[src/rtl/temp_uart_pkg.sv]
// Shared types and constants for the temperature-sensor UART transmitter.
// Also imported by the bit timer, so a future receiver can reuse them.
package temp_uart_pkg;

   typedef enum logic [1:0] {
      IDLE,
      START,
      DATA,
      STOP
   } state_t;

   localparam int FRAME_BITS           = 10;
   localparam int DATA_BITS            = 8;
   localparam int DEFAULT_CLKS_PER_BIT = 868;

endpackage

[src/rtl/uart_bit_timer.sv]
// Counts clock cycles within one UART bit period.
// o_bit_end marks the last cycle of a bit; o_near_end marks the cycle before it.
module uart_bit_timer
   import temp_uart_pkg::*;
#(
   parameter int CLKS_PER_BIT = DEFAULT_CLKS_PER_BIT
) (
   input  logic clk,
   input  logic reset_n,
   input  logic i_clr,
   output logic o_bit_end,
   output logic o_near_end
);

   localparam int CW = (CLKS_PER_BIT > 1) ? $clog2(CLKS_PER_BIT) : 1;
   localparam logic [CW-1:0] LAST = CW'(CLKS_PER_BIT - 1);
   localparam logic [CW-1:0] NEAR = CW'(CLKS_PER_BIT - 2);

   logic [CW-1:0] r_clk_cnt;

   assign o_bit_end  = (r_clk_cnt == LAST);
   assign o_near_end = (r_clk_cnt == NEAR);

   always_ff @(posedge clk or negedge reset_n) begin
      if (!reset_n) begin
         r_clk_cnt <= '0;
      end else if (i_clr || o_bit_end) begin
         r_clk_cnt <= '0;
      end else begin
         r_clk_cnt <= r_clk_cnt + CW'(1);
      end
   end

endmodule

[src/rtl/temp_uart_tx.sv]
// 8N1 UART transmitter for sensor readings, triggered by start_uart edges.
// A single pending slot queues one frame requested while the line is busy.
module temp_uart_tx
   import temp_uart_pkg::*;
#(
   parameter int CLKS_PER_BIT = DEFAULT_CLKS_PER_BIT
) (
   input  logic       clk,
   input  logic       reset_n,
   input  logic       start_uart,
   input  logic [7:0] data_in,
   output logic       tx,
   output logic       busy,
   output logic       done
);

   localparam logic [2:0] LAST_IDX = 3'(DATA_BITS - 1);

   state_t     r_state;
   logic       r_s1;
   logic       r_s2;
   logic       r_s3;
   logic [7:0] r_shift;
   logic [7:0] r_pend_data;
   logic       r_pending;
   logic [2:0] r_bit_idx;
   logic       r_tx;
   logic       r_busy;
   logic       r_done;

   logic       w_edge;
   logic       w_clr;
   logic       w_bit_end;
   logic       w_near_end;
   logic [2:0] w_idx_nxt;

   assign w_edge    = r_s2 & ~r_s3;
   assign w_clr     = (r_state == IDLE);
   assign w_idx_nxt = r_bit_idx + 3'd1;

   assign tx   = r_tx;
   assign busy = r_busy;
   assign done = r_done;

   uart_bit_timer #(
      .CLKS_PER_BIT (CLKS_PER_BIT)
   ) u_timer (
      .clk        (clk),
      .reset_n    (reset_n),
      .i_clr      (w_clr),
      .o_bit_end  (w_bit_end),
      .o_near_end (w_near_end)
   );

   always_ff @(posedge clk or negedge reset_n) begin
      if (!reset_n) begin
         r_s1 <= 1'b0;
         r_s2 <= 1'b0;
         r_s3 <= 1'b0;
      end else begin
         r_s1 <= start_uart;
         r_s2 <= r_s1;
         r_s3 <= r_s2;
      end
   end

   always_ff @(posedge clk or negedge reset_n) begin
      if (!reset_n) begin
         r_state     <= IDLE;
         r_shift     <= '0;
         r_pend_data <= '0;
         r_pending   <= 1'b0;
         r_bit_idx   <= '0;
         r_tx        <= 1'b1;
         r_busy      <= 1'b0;
         r_done      <= 1'b0;
      end else begin
         r_done <= (r_state == STOP) && w_near_end;
         if (w_edge && (r_state != IDLE)) begin
            r_pending   <= 1'b1;
            r_pend_data <= data_in;
         end
         unique case (r_state)
            IDLE: begin
               if (w_edge) begin
                  r_state <= START;
                  r_shift <= data_in;
                  r_tx    <= 1'b0;
                  r_busy  <= 1'b1;
               end
            end
            START: begin
               if (w_bit_end) begin
                  r_state   <= DATA;
                  r_bit_idx <= '0;
                  r_tx      <= r_shift[0];
               end
            end
            DATA: begin
               if (w_bit_end) begin
                  if (r_bit_idx == LAST_IDX) begin
                     r_state <= STOP;
                     r_tx    <= 1'b1;
                  end else begin
                     r_bit_idx <= w_idx_nxt;
                     r_tx      <= r_shift[w_idx_nxt];
                  end
               end
            end
            STOP: begin
               // An edge on this very cycle is newer than any queued byte.
               if (w_bit_end) begin
                  if (w_edge || r_pending) begin
                     r_state   <= START;
                     r_shift   <= w_edge ? data_in : r_pend_data;
                     r_pending <= 1'b0;
                     r_tx      <= 1'b0;
                  end else begin
                     r_state <= IDLE;
                     r_busy  <= 1'b0;
                  end
               end
            end
            default: begin
               r_state <= IDLE;
               r_tx    <= 1'b1;
               r_busy  <= 1'b0;
            end
         endcase
      end
   end

endmodule
[config.mk]
export PLATFORM = sky130hd
export DESIGN_NAME = temp_uart_tx
export DESIGN_NICKNAME = d
export VERILOG_FILES = /design/src/rtl/temp_uart_pkg.sv /design/src/rtl/uart_bit_timer.sv /design/src/rtl/temp_uart_tx.sv
export SDC_FILE = /design/constraint.sdc
export NUM_CORES = 1
export LEC_CHECK = 0
export BUFFER_PORTS_ARGS = -buffer_cell sky130_fd_sc_hd__buf_2
export CORE_ASPECT_RATIO = 1.75
export CORE_MARGIN = 1
export CORE_UTILIZATION = 45
export DETAILED_ROUTE_END_ITERATION = 16
export PLACE_DENSITY = 0.6
export SLEW_MARGIN = 10
export SYNTH_ARGS = -nofsm -noshare
export SYNTH_HDL_FRONTEND = slang
export SYNTH_SLANG_ARGS = --single-unit
[constraint.sdc]
create_clock -name clk -period 4.5 [get_ports clk]
set_input_delay 0.45 -clock clk [delete_from_list [all_inputs] [get_ports clk]]
set_output_delay 0.45 -clock clk [all_outputs]
set_load 0.01 [all_outputs]
Word level (Yosys, flattened, before mapping). Index checks and enable logic that the tools add are counted.

Output and inout port bits: 3. Register bits after elaboration: 38. Logic and storage cells: 78.

Muxes and demuxes: 34. $add $sub $neg: 2. Bitwise gates (word level): 2. Equal/unequal tests: 14. Magnitude comparators: 1. Reductions and logical operators: 13.

Operator list (count): 8-bit two-way mux (4); 10-bit == test, second input constant (2); 8-bit case mux with 2 select lines (1); 1-bit two-way mux (15); 4-bit AND reduction (3); 10-bit by 1-bit adder with 10-bit output, second input constant (1); 10-bit two-way mux (1); 2-bit two-way mux (5); 5-bit AND reduction (2); 3-bit two-way mux (3); 2-bit by 1-bit inequality test with 1-bit output, second input constant (4); 2-bit inequality test, second input constant (4); 2-bit case mux with 4 select lines (1); 3-bit case mux with 2 select lines (1); 2-bit nonzero test (3); 2-bit == test, second input constant (2); 3-bit by 4-bit < comparator with 1-bit output, second input constant (1); 1-bit case mux with 4 select lines (1); 3-bit by 1-bit adder with 3-bit output, second input constant (1); 1-bit binary-select mux with 3-bit select (1); 3-bit == test, second input constant (1); 2-bit by 1-bit == test with 1-bit output, second input constant (1); 1-bit logical AND (2); 2-bit zero test (1); 4 further kinds (5).

Logic depth before layout (Yosys ltp).
Depth in word-level cells: 7. Mapped depth: 7. Mapped depth without buffers: 7.

By module. Synthesis repeated with hierarchy kept, for this count alone.

Cells, all modules: 173. Area, all modules: 1903.1 µm².

By module, submodules not included: temp_uart_tx (instances 1, cells an instance 119, seq. area each 701.9 µm², area an instance 1381.3 µm²); uart_bit_timer (instances 1, cells an instance 54, seq. area each 250.2 µm², area an instance 521.8 µm²).

Worst setup path before layout. No wires, ideal clock.

Kind: reg2reg. From: register r_state[0]. To: register r_shift[4]. Data arrival time: 1623 ps. Path slack: 2750 ps. Path buffers: 1. Stages on the path, launching flop included: 8. Clock period less this slack: 1750 ps. Cell sequence: dfrtp_1 -> inv_1 -> ha_1 -> buf_2 -> a21oi_1 -> a21oi_1 -> nor2_8 -> mux2_1.

Longest elaborated chain between the ends: 3.

Ends and longest elaborated chain: start, declared (RTL line temp_uart_tx.sv:19) `state_t r_state;`; start signal, assigned (RTL line temp_uart_tx.sv:69) `r_state <= IDLE;`; start signal, assigned (RTL line temp_uart_tx.sv:86) `r_state <= START;`; start signal, assigned (RTL line temp_uart_tx.sv:94) `r_state <= DATA;`; 2-bit == test or 2-bit zero test (tied branches) (RTL line temp_uart_tx.sv:83) `unique case (r_state)`; 2-bit by 1-bit inequality test with 1-bit output (no line) (tied with other cells); 4-bit AND reduction (no line); end signal, assigned (RTL line temp_uart_tx.sv:87) `r_shift <= data_in;`; end signal, assigned (RTL line temp_uart_tx.sv:115) `r_shift <= w_edge ? data_in : r_pend_data;`; end, declared (RTL line temp_uart_tx.sv:23) `logic [7:0] r_shift;`.

Parallel ways exist; a longest one is shown, timed or not. A chain may end at the register's enable or synchronous reset.

Final worst setup path.
From: register r_bit_idx[0]. To: register r_tx, in the netlist tx.

Longest elaborated chain between the ends: 6.

Ends and longest elaborated chain: start, declared (RTL line temp_uart_tx.sv:26) `logic [2:0] r_bit_idx;`; start signal, assigned (RTL line temp_uart_tx.sv:105) `r_bit_idx <= w_idx_nxt;`; 3-bit by 1-bit adder with 3-bit output (RTL line temp_uart_tx.sv:39) `assign w_idx_nxt = r_bit_idx + 3'd1;`; 1-bit binary-select mux with 3-bit select (RTL line temp_uart_tx.sv:106) `r_tx <= r_shift[w_idx_nxt];`; 1-bit two-way mux (implied by the code) (RTL line temp_uart_tx.sv:106); 1-bit two-way mux * (RTL line temp_uart_tx.sv:101) `if (r_bit_idx == LAST_IDX) begin`; 1-bit two-way mux * (RTL line temp_uart_tx.sv:100) `if (w_bit_end) begin`; 1-bit case mux with 4 select lines * (RTL line temp_uart_tx.sv:83); end signal, assigned (RTL line temp_uart_tx.sv:96) `r_tx <= r_shift[0];`; end signal, assigned (RTL line temp_uart_tx.sv:106); end, declared (RTL line temp_uart_tx.sv:27) `logic r_tx;`.

Every way passes the cells marked *; elsewhere a longest branch is shown, timed or not. The select of a mux whose other input is x is not followed.

==> run_results.csv <==
group,metric,value,unit
drt,post-route-drc-count,0,
synth,synth_edf_count,0,
placement,port-buffer-count,13,
grt,gr-usage-all-layers,0.176,
power_and_ir_drop,peak_supply_drop,0.304,mV
grt,gr-total-overflow,0,
clock_tree,cts.reportedPaths.clkPinSlew,0.08,ns
drt,route.antenna.remaining_nets,0,
drt,dr.first_iter.drc_count,16,
power_and_ir_drop,pwr_density_cell,547,nW/um^2
critical_path,worst_path_largest_cell_delay,0.49,ns
critical_path,critPathMaxFanout,7,
clock_tree,max-clock-path-buffers,2,
critical_path,worstPathArrival,2.22,ns
final_layout,layout-area-overhead-vs-synth,9.79,%
critical_path,rr_worst_depth,5,
clock_tree,hold_buffers,0,
critical_path,path_class,"flop to flop",
synth,synth.area.top_cells,"sky130_fd_sc_hd__dfrtp_1 (48%), sky130_fd_sc_hd__mux2_2 (14%), sky130_fd_sc_hd__ha_1 (5.2%)",
clock_tree,clock_latency,0.29,ns
critical_path,highest_delay_cell_along_the_critical_path,"sky130_fd_sc_hd__dfrtp_1",
synth,syn_area_per_cell,12.1,sq um
grt,grt_antenna_before_repair,0,
synth,ys_top_cells_by_count,"sky130_fd_sc_hd__dfrtp_1 (37), sky130_fd_sc_hd__mux2_2 (24), sky130_fd_sc_hd__nor2_1 (17)",
critical_path,worstReg2RegEnd,"tx",
die,fp.coreArea,4110,sq um
sta,setup_slack,2.46,ns
clock_tree,cts-root-buf,"sky130_fd_sc_hd__clkbuf_8",
drt,avgViaCountPerCell,5.40,
final_layout,drive_gt1_frac,0.291,
synth,syn_nets,178,
die,die_area,4530,sq um
grt,grt_max_degree,39,
clock_tree,post_cts.repair.setup_buffers,0,
placement,placed_cells_incl_taps,217,
synth,ys_ff_latch,38,
clock_tree,maximum_level_of_the_cts_h_tree,2,
outcome,status,"completed",
worst_hold_path,hold_path_class,"primary input to asynchronous set/reset pin",
sta,final_period_minus_worst_setup_slack,2.04,ns
sta,setup_repair_after_global_routing_missed_its_margin,"no",
die,dieWidth,51.3,microns
critical_path,cp_common_cell,"sky130_fd_sc_hd__ha_1",
clock_tree,clock_sink_count,38,
drt,route.detailed.wl_per_inst,15.2,microns
die,fp.dieH,88.3,microns
sta,maxSlewViolCount,0,
critical_path,worst_setup_path_start_kind,"flop",
placement,detailedPlace.worstSlack,2.46,ns
sta,slew_headroom,0.436,
sta,tns,0,ns
final_layout,final.fill_count,392,
power_and_ir_drop,static-leakage-power,0.948,nW
critical_path,critical_path_required,4.67,ns
placement,gp_routability_congestion,0.812,
synth,synthMostInstantiatedCell,"sky130_fd_sc_hd__dfrtp_1",
synth,ys.warnings.count,0,
critical_path,critical_path.reg2reg.startpoint,"r_bit_idx[0]",
sta,worst_pin_slew,0.846,ns
clock_tree,cts_tree,"done",
placement,place_hpwl,2500,microns
sta,final-hold-violation-count,0,
critical_path,crit_chain,"ha_1 > ha_1 > o311ai_0 > a22oi_1 > o41ai_1",
synth,synth_async_sr_flop_share,1.00,
critical_path,cp-end-kind,"flop",
final_layout,final_cell_count_without_fillers,224,
synth,synth_top_area_frac,0.483,
final_layout,final_net_count,194,
clock_tree,tritoncts.num_buffers,5,
critical_path,worstSetupEndpoint,"tx",
die,initial_utilization,0.466,
critical_path,critPathLaunch,"r_bit_idx[0]",
sta,final-setup-viol-count,0,
run,reported_max_cap_violation_count,0,
synth,mappedNetlistArea,1920,sq um
die,rows,31,
sta,fin_skew,0.0116,ns
synth,netlist-cell-type-count,39,
drt,num_vias,1210,
drt,drt_pre_antenna_iters,4,
final_layout,diodes,0,
sta,min_period_over_period,0.454,
synth,synth-seq-area-share,0.497,
sta,fmaxAchievable,489,MHz
synth,synth_flop_cell,"sky130_fd_sc_hd__dfrtp_1",
die,io_pins,14,
drt,routed_wirelength,3390,microns
grt,grt_pass1_wl,5810,microns
synth,postSynthCellCount,159,
critical_path,minimum_setup_slack_among_reg_to_reg_paths,2.46,ns
grt,grt_pass1_vias,1298,
clock_tree,cts.repair.resized,0,
synth,netlist.top_cell.by_area,"sky130_fd_sc_hd__dfrtp_1",
## area by class of cell
class / instances / area [sq um] / area share
flip-flops and latches: 38 / 952 / 0.452
multi-input cells: 110 / 920 / 0.437
clock buffers: 6 / 72.6 / 0.0345
repair buffers: 13 / 65.1 / 0.0309
well taps: 49 / 61.3 / 0.0291
inverters: 7 / 26.3 / 0.0125
clock inverters: 1 / 7.51 / 0.00357
## placed cells by master, fill, tap and decap left out, drive strengths merged, types with 5 or more instances in the layout
| master | instances |
|---|---|
| nor2 | 19 |
| mux2 | 27 |
| clkbuf | 6 |
| ha | 8 |
| buf | 13 |
| a22o | 5 |
| xnor2 | 5 |
| inv | 7 |
| dfrtp | 37 |
| nand2 | 6 |
## worst min path at each step
stage / slack, ns / depth (start not counted) / from / to
after floorplan: 0.15 / 0 / reset_n / busy
after global placement: 0.33 / 0 / r_s1 / r_s2
after detailed placement: 0.34 / 0 / r_s1 / r_s2
after CTS: 0.26 / 1 / start_uart / r_s1
after global routing: 0.26 / 1 / start_uart / r_s1
final: 0.27 / 1 / reset_n / r_pend_data[0]
## registers in the layout, indices dropped and copies added, names as in the netlist
signal             count
busy                   1
done                   1
r_bit_idx              3
r_pend_data            8
r_pending              1
r_s1                   1
r_s2                   1
r_s3                   1
r_shift                8
r_state                2
tx                     1
u_timer.r_clk_cnt     10
## per-stage QoR
step	total power, W	utilization	cell area, sq um	hold slack (ns)
after floorplan	0.000846	-	1920	0.154
after global placement	0.000926	0.492	2020	0.334
after detailed placement	0.000944	0.492	2020	0.343
after CTS	0.00117	0.512	2100	0.259
after global routing	0.00124	0.512	2100	0.255
final	0.00115	0.512	2100	0.266
## worst max-delay path: cells and delay by family, from the launching register on
kind	cells	cell delay, ns
compound gates	3	0.86
flops	1	0.49
fa+ha+maj	2	0.59
## cell families after synthesis
group / share of synthesized area
AOI/OAI and AO/OA: 0.0855
xor gates and xnor gates: 0.0366
adders and majority gates: 0.0522
buffers and inverters: 0.0235
DFF: 0.497
muxes: 0.181
and+or+nand+nor: 0.125
## per-layer routing
layer / vias up / track usage / wire length (microns) / part of all wire
met5: - / 0 / 0 / 0
met4: 0 / 0.0811 / 74 / 0.022
met1: 594 / 0.180 / 1330 / 0.39
met2: 17 / 0.325 / 1870 / 0.55
li1: 594 / - / - / -
met3: 5 / 0.0481 / 118 / 0.035
## power breakdown
part	internal [W]	switching, W
clock network	0.000106	0.000114
registers	0.000450	0.0000689
logic	0.000203	0.000210
Power figures use the tool's default switching activity.
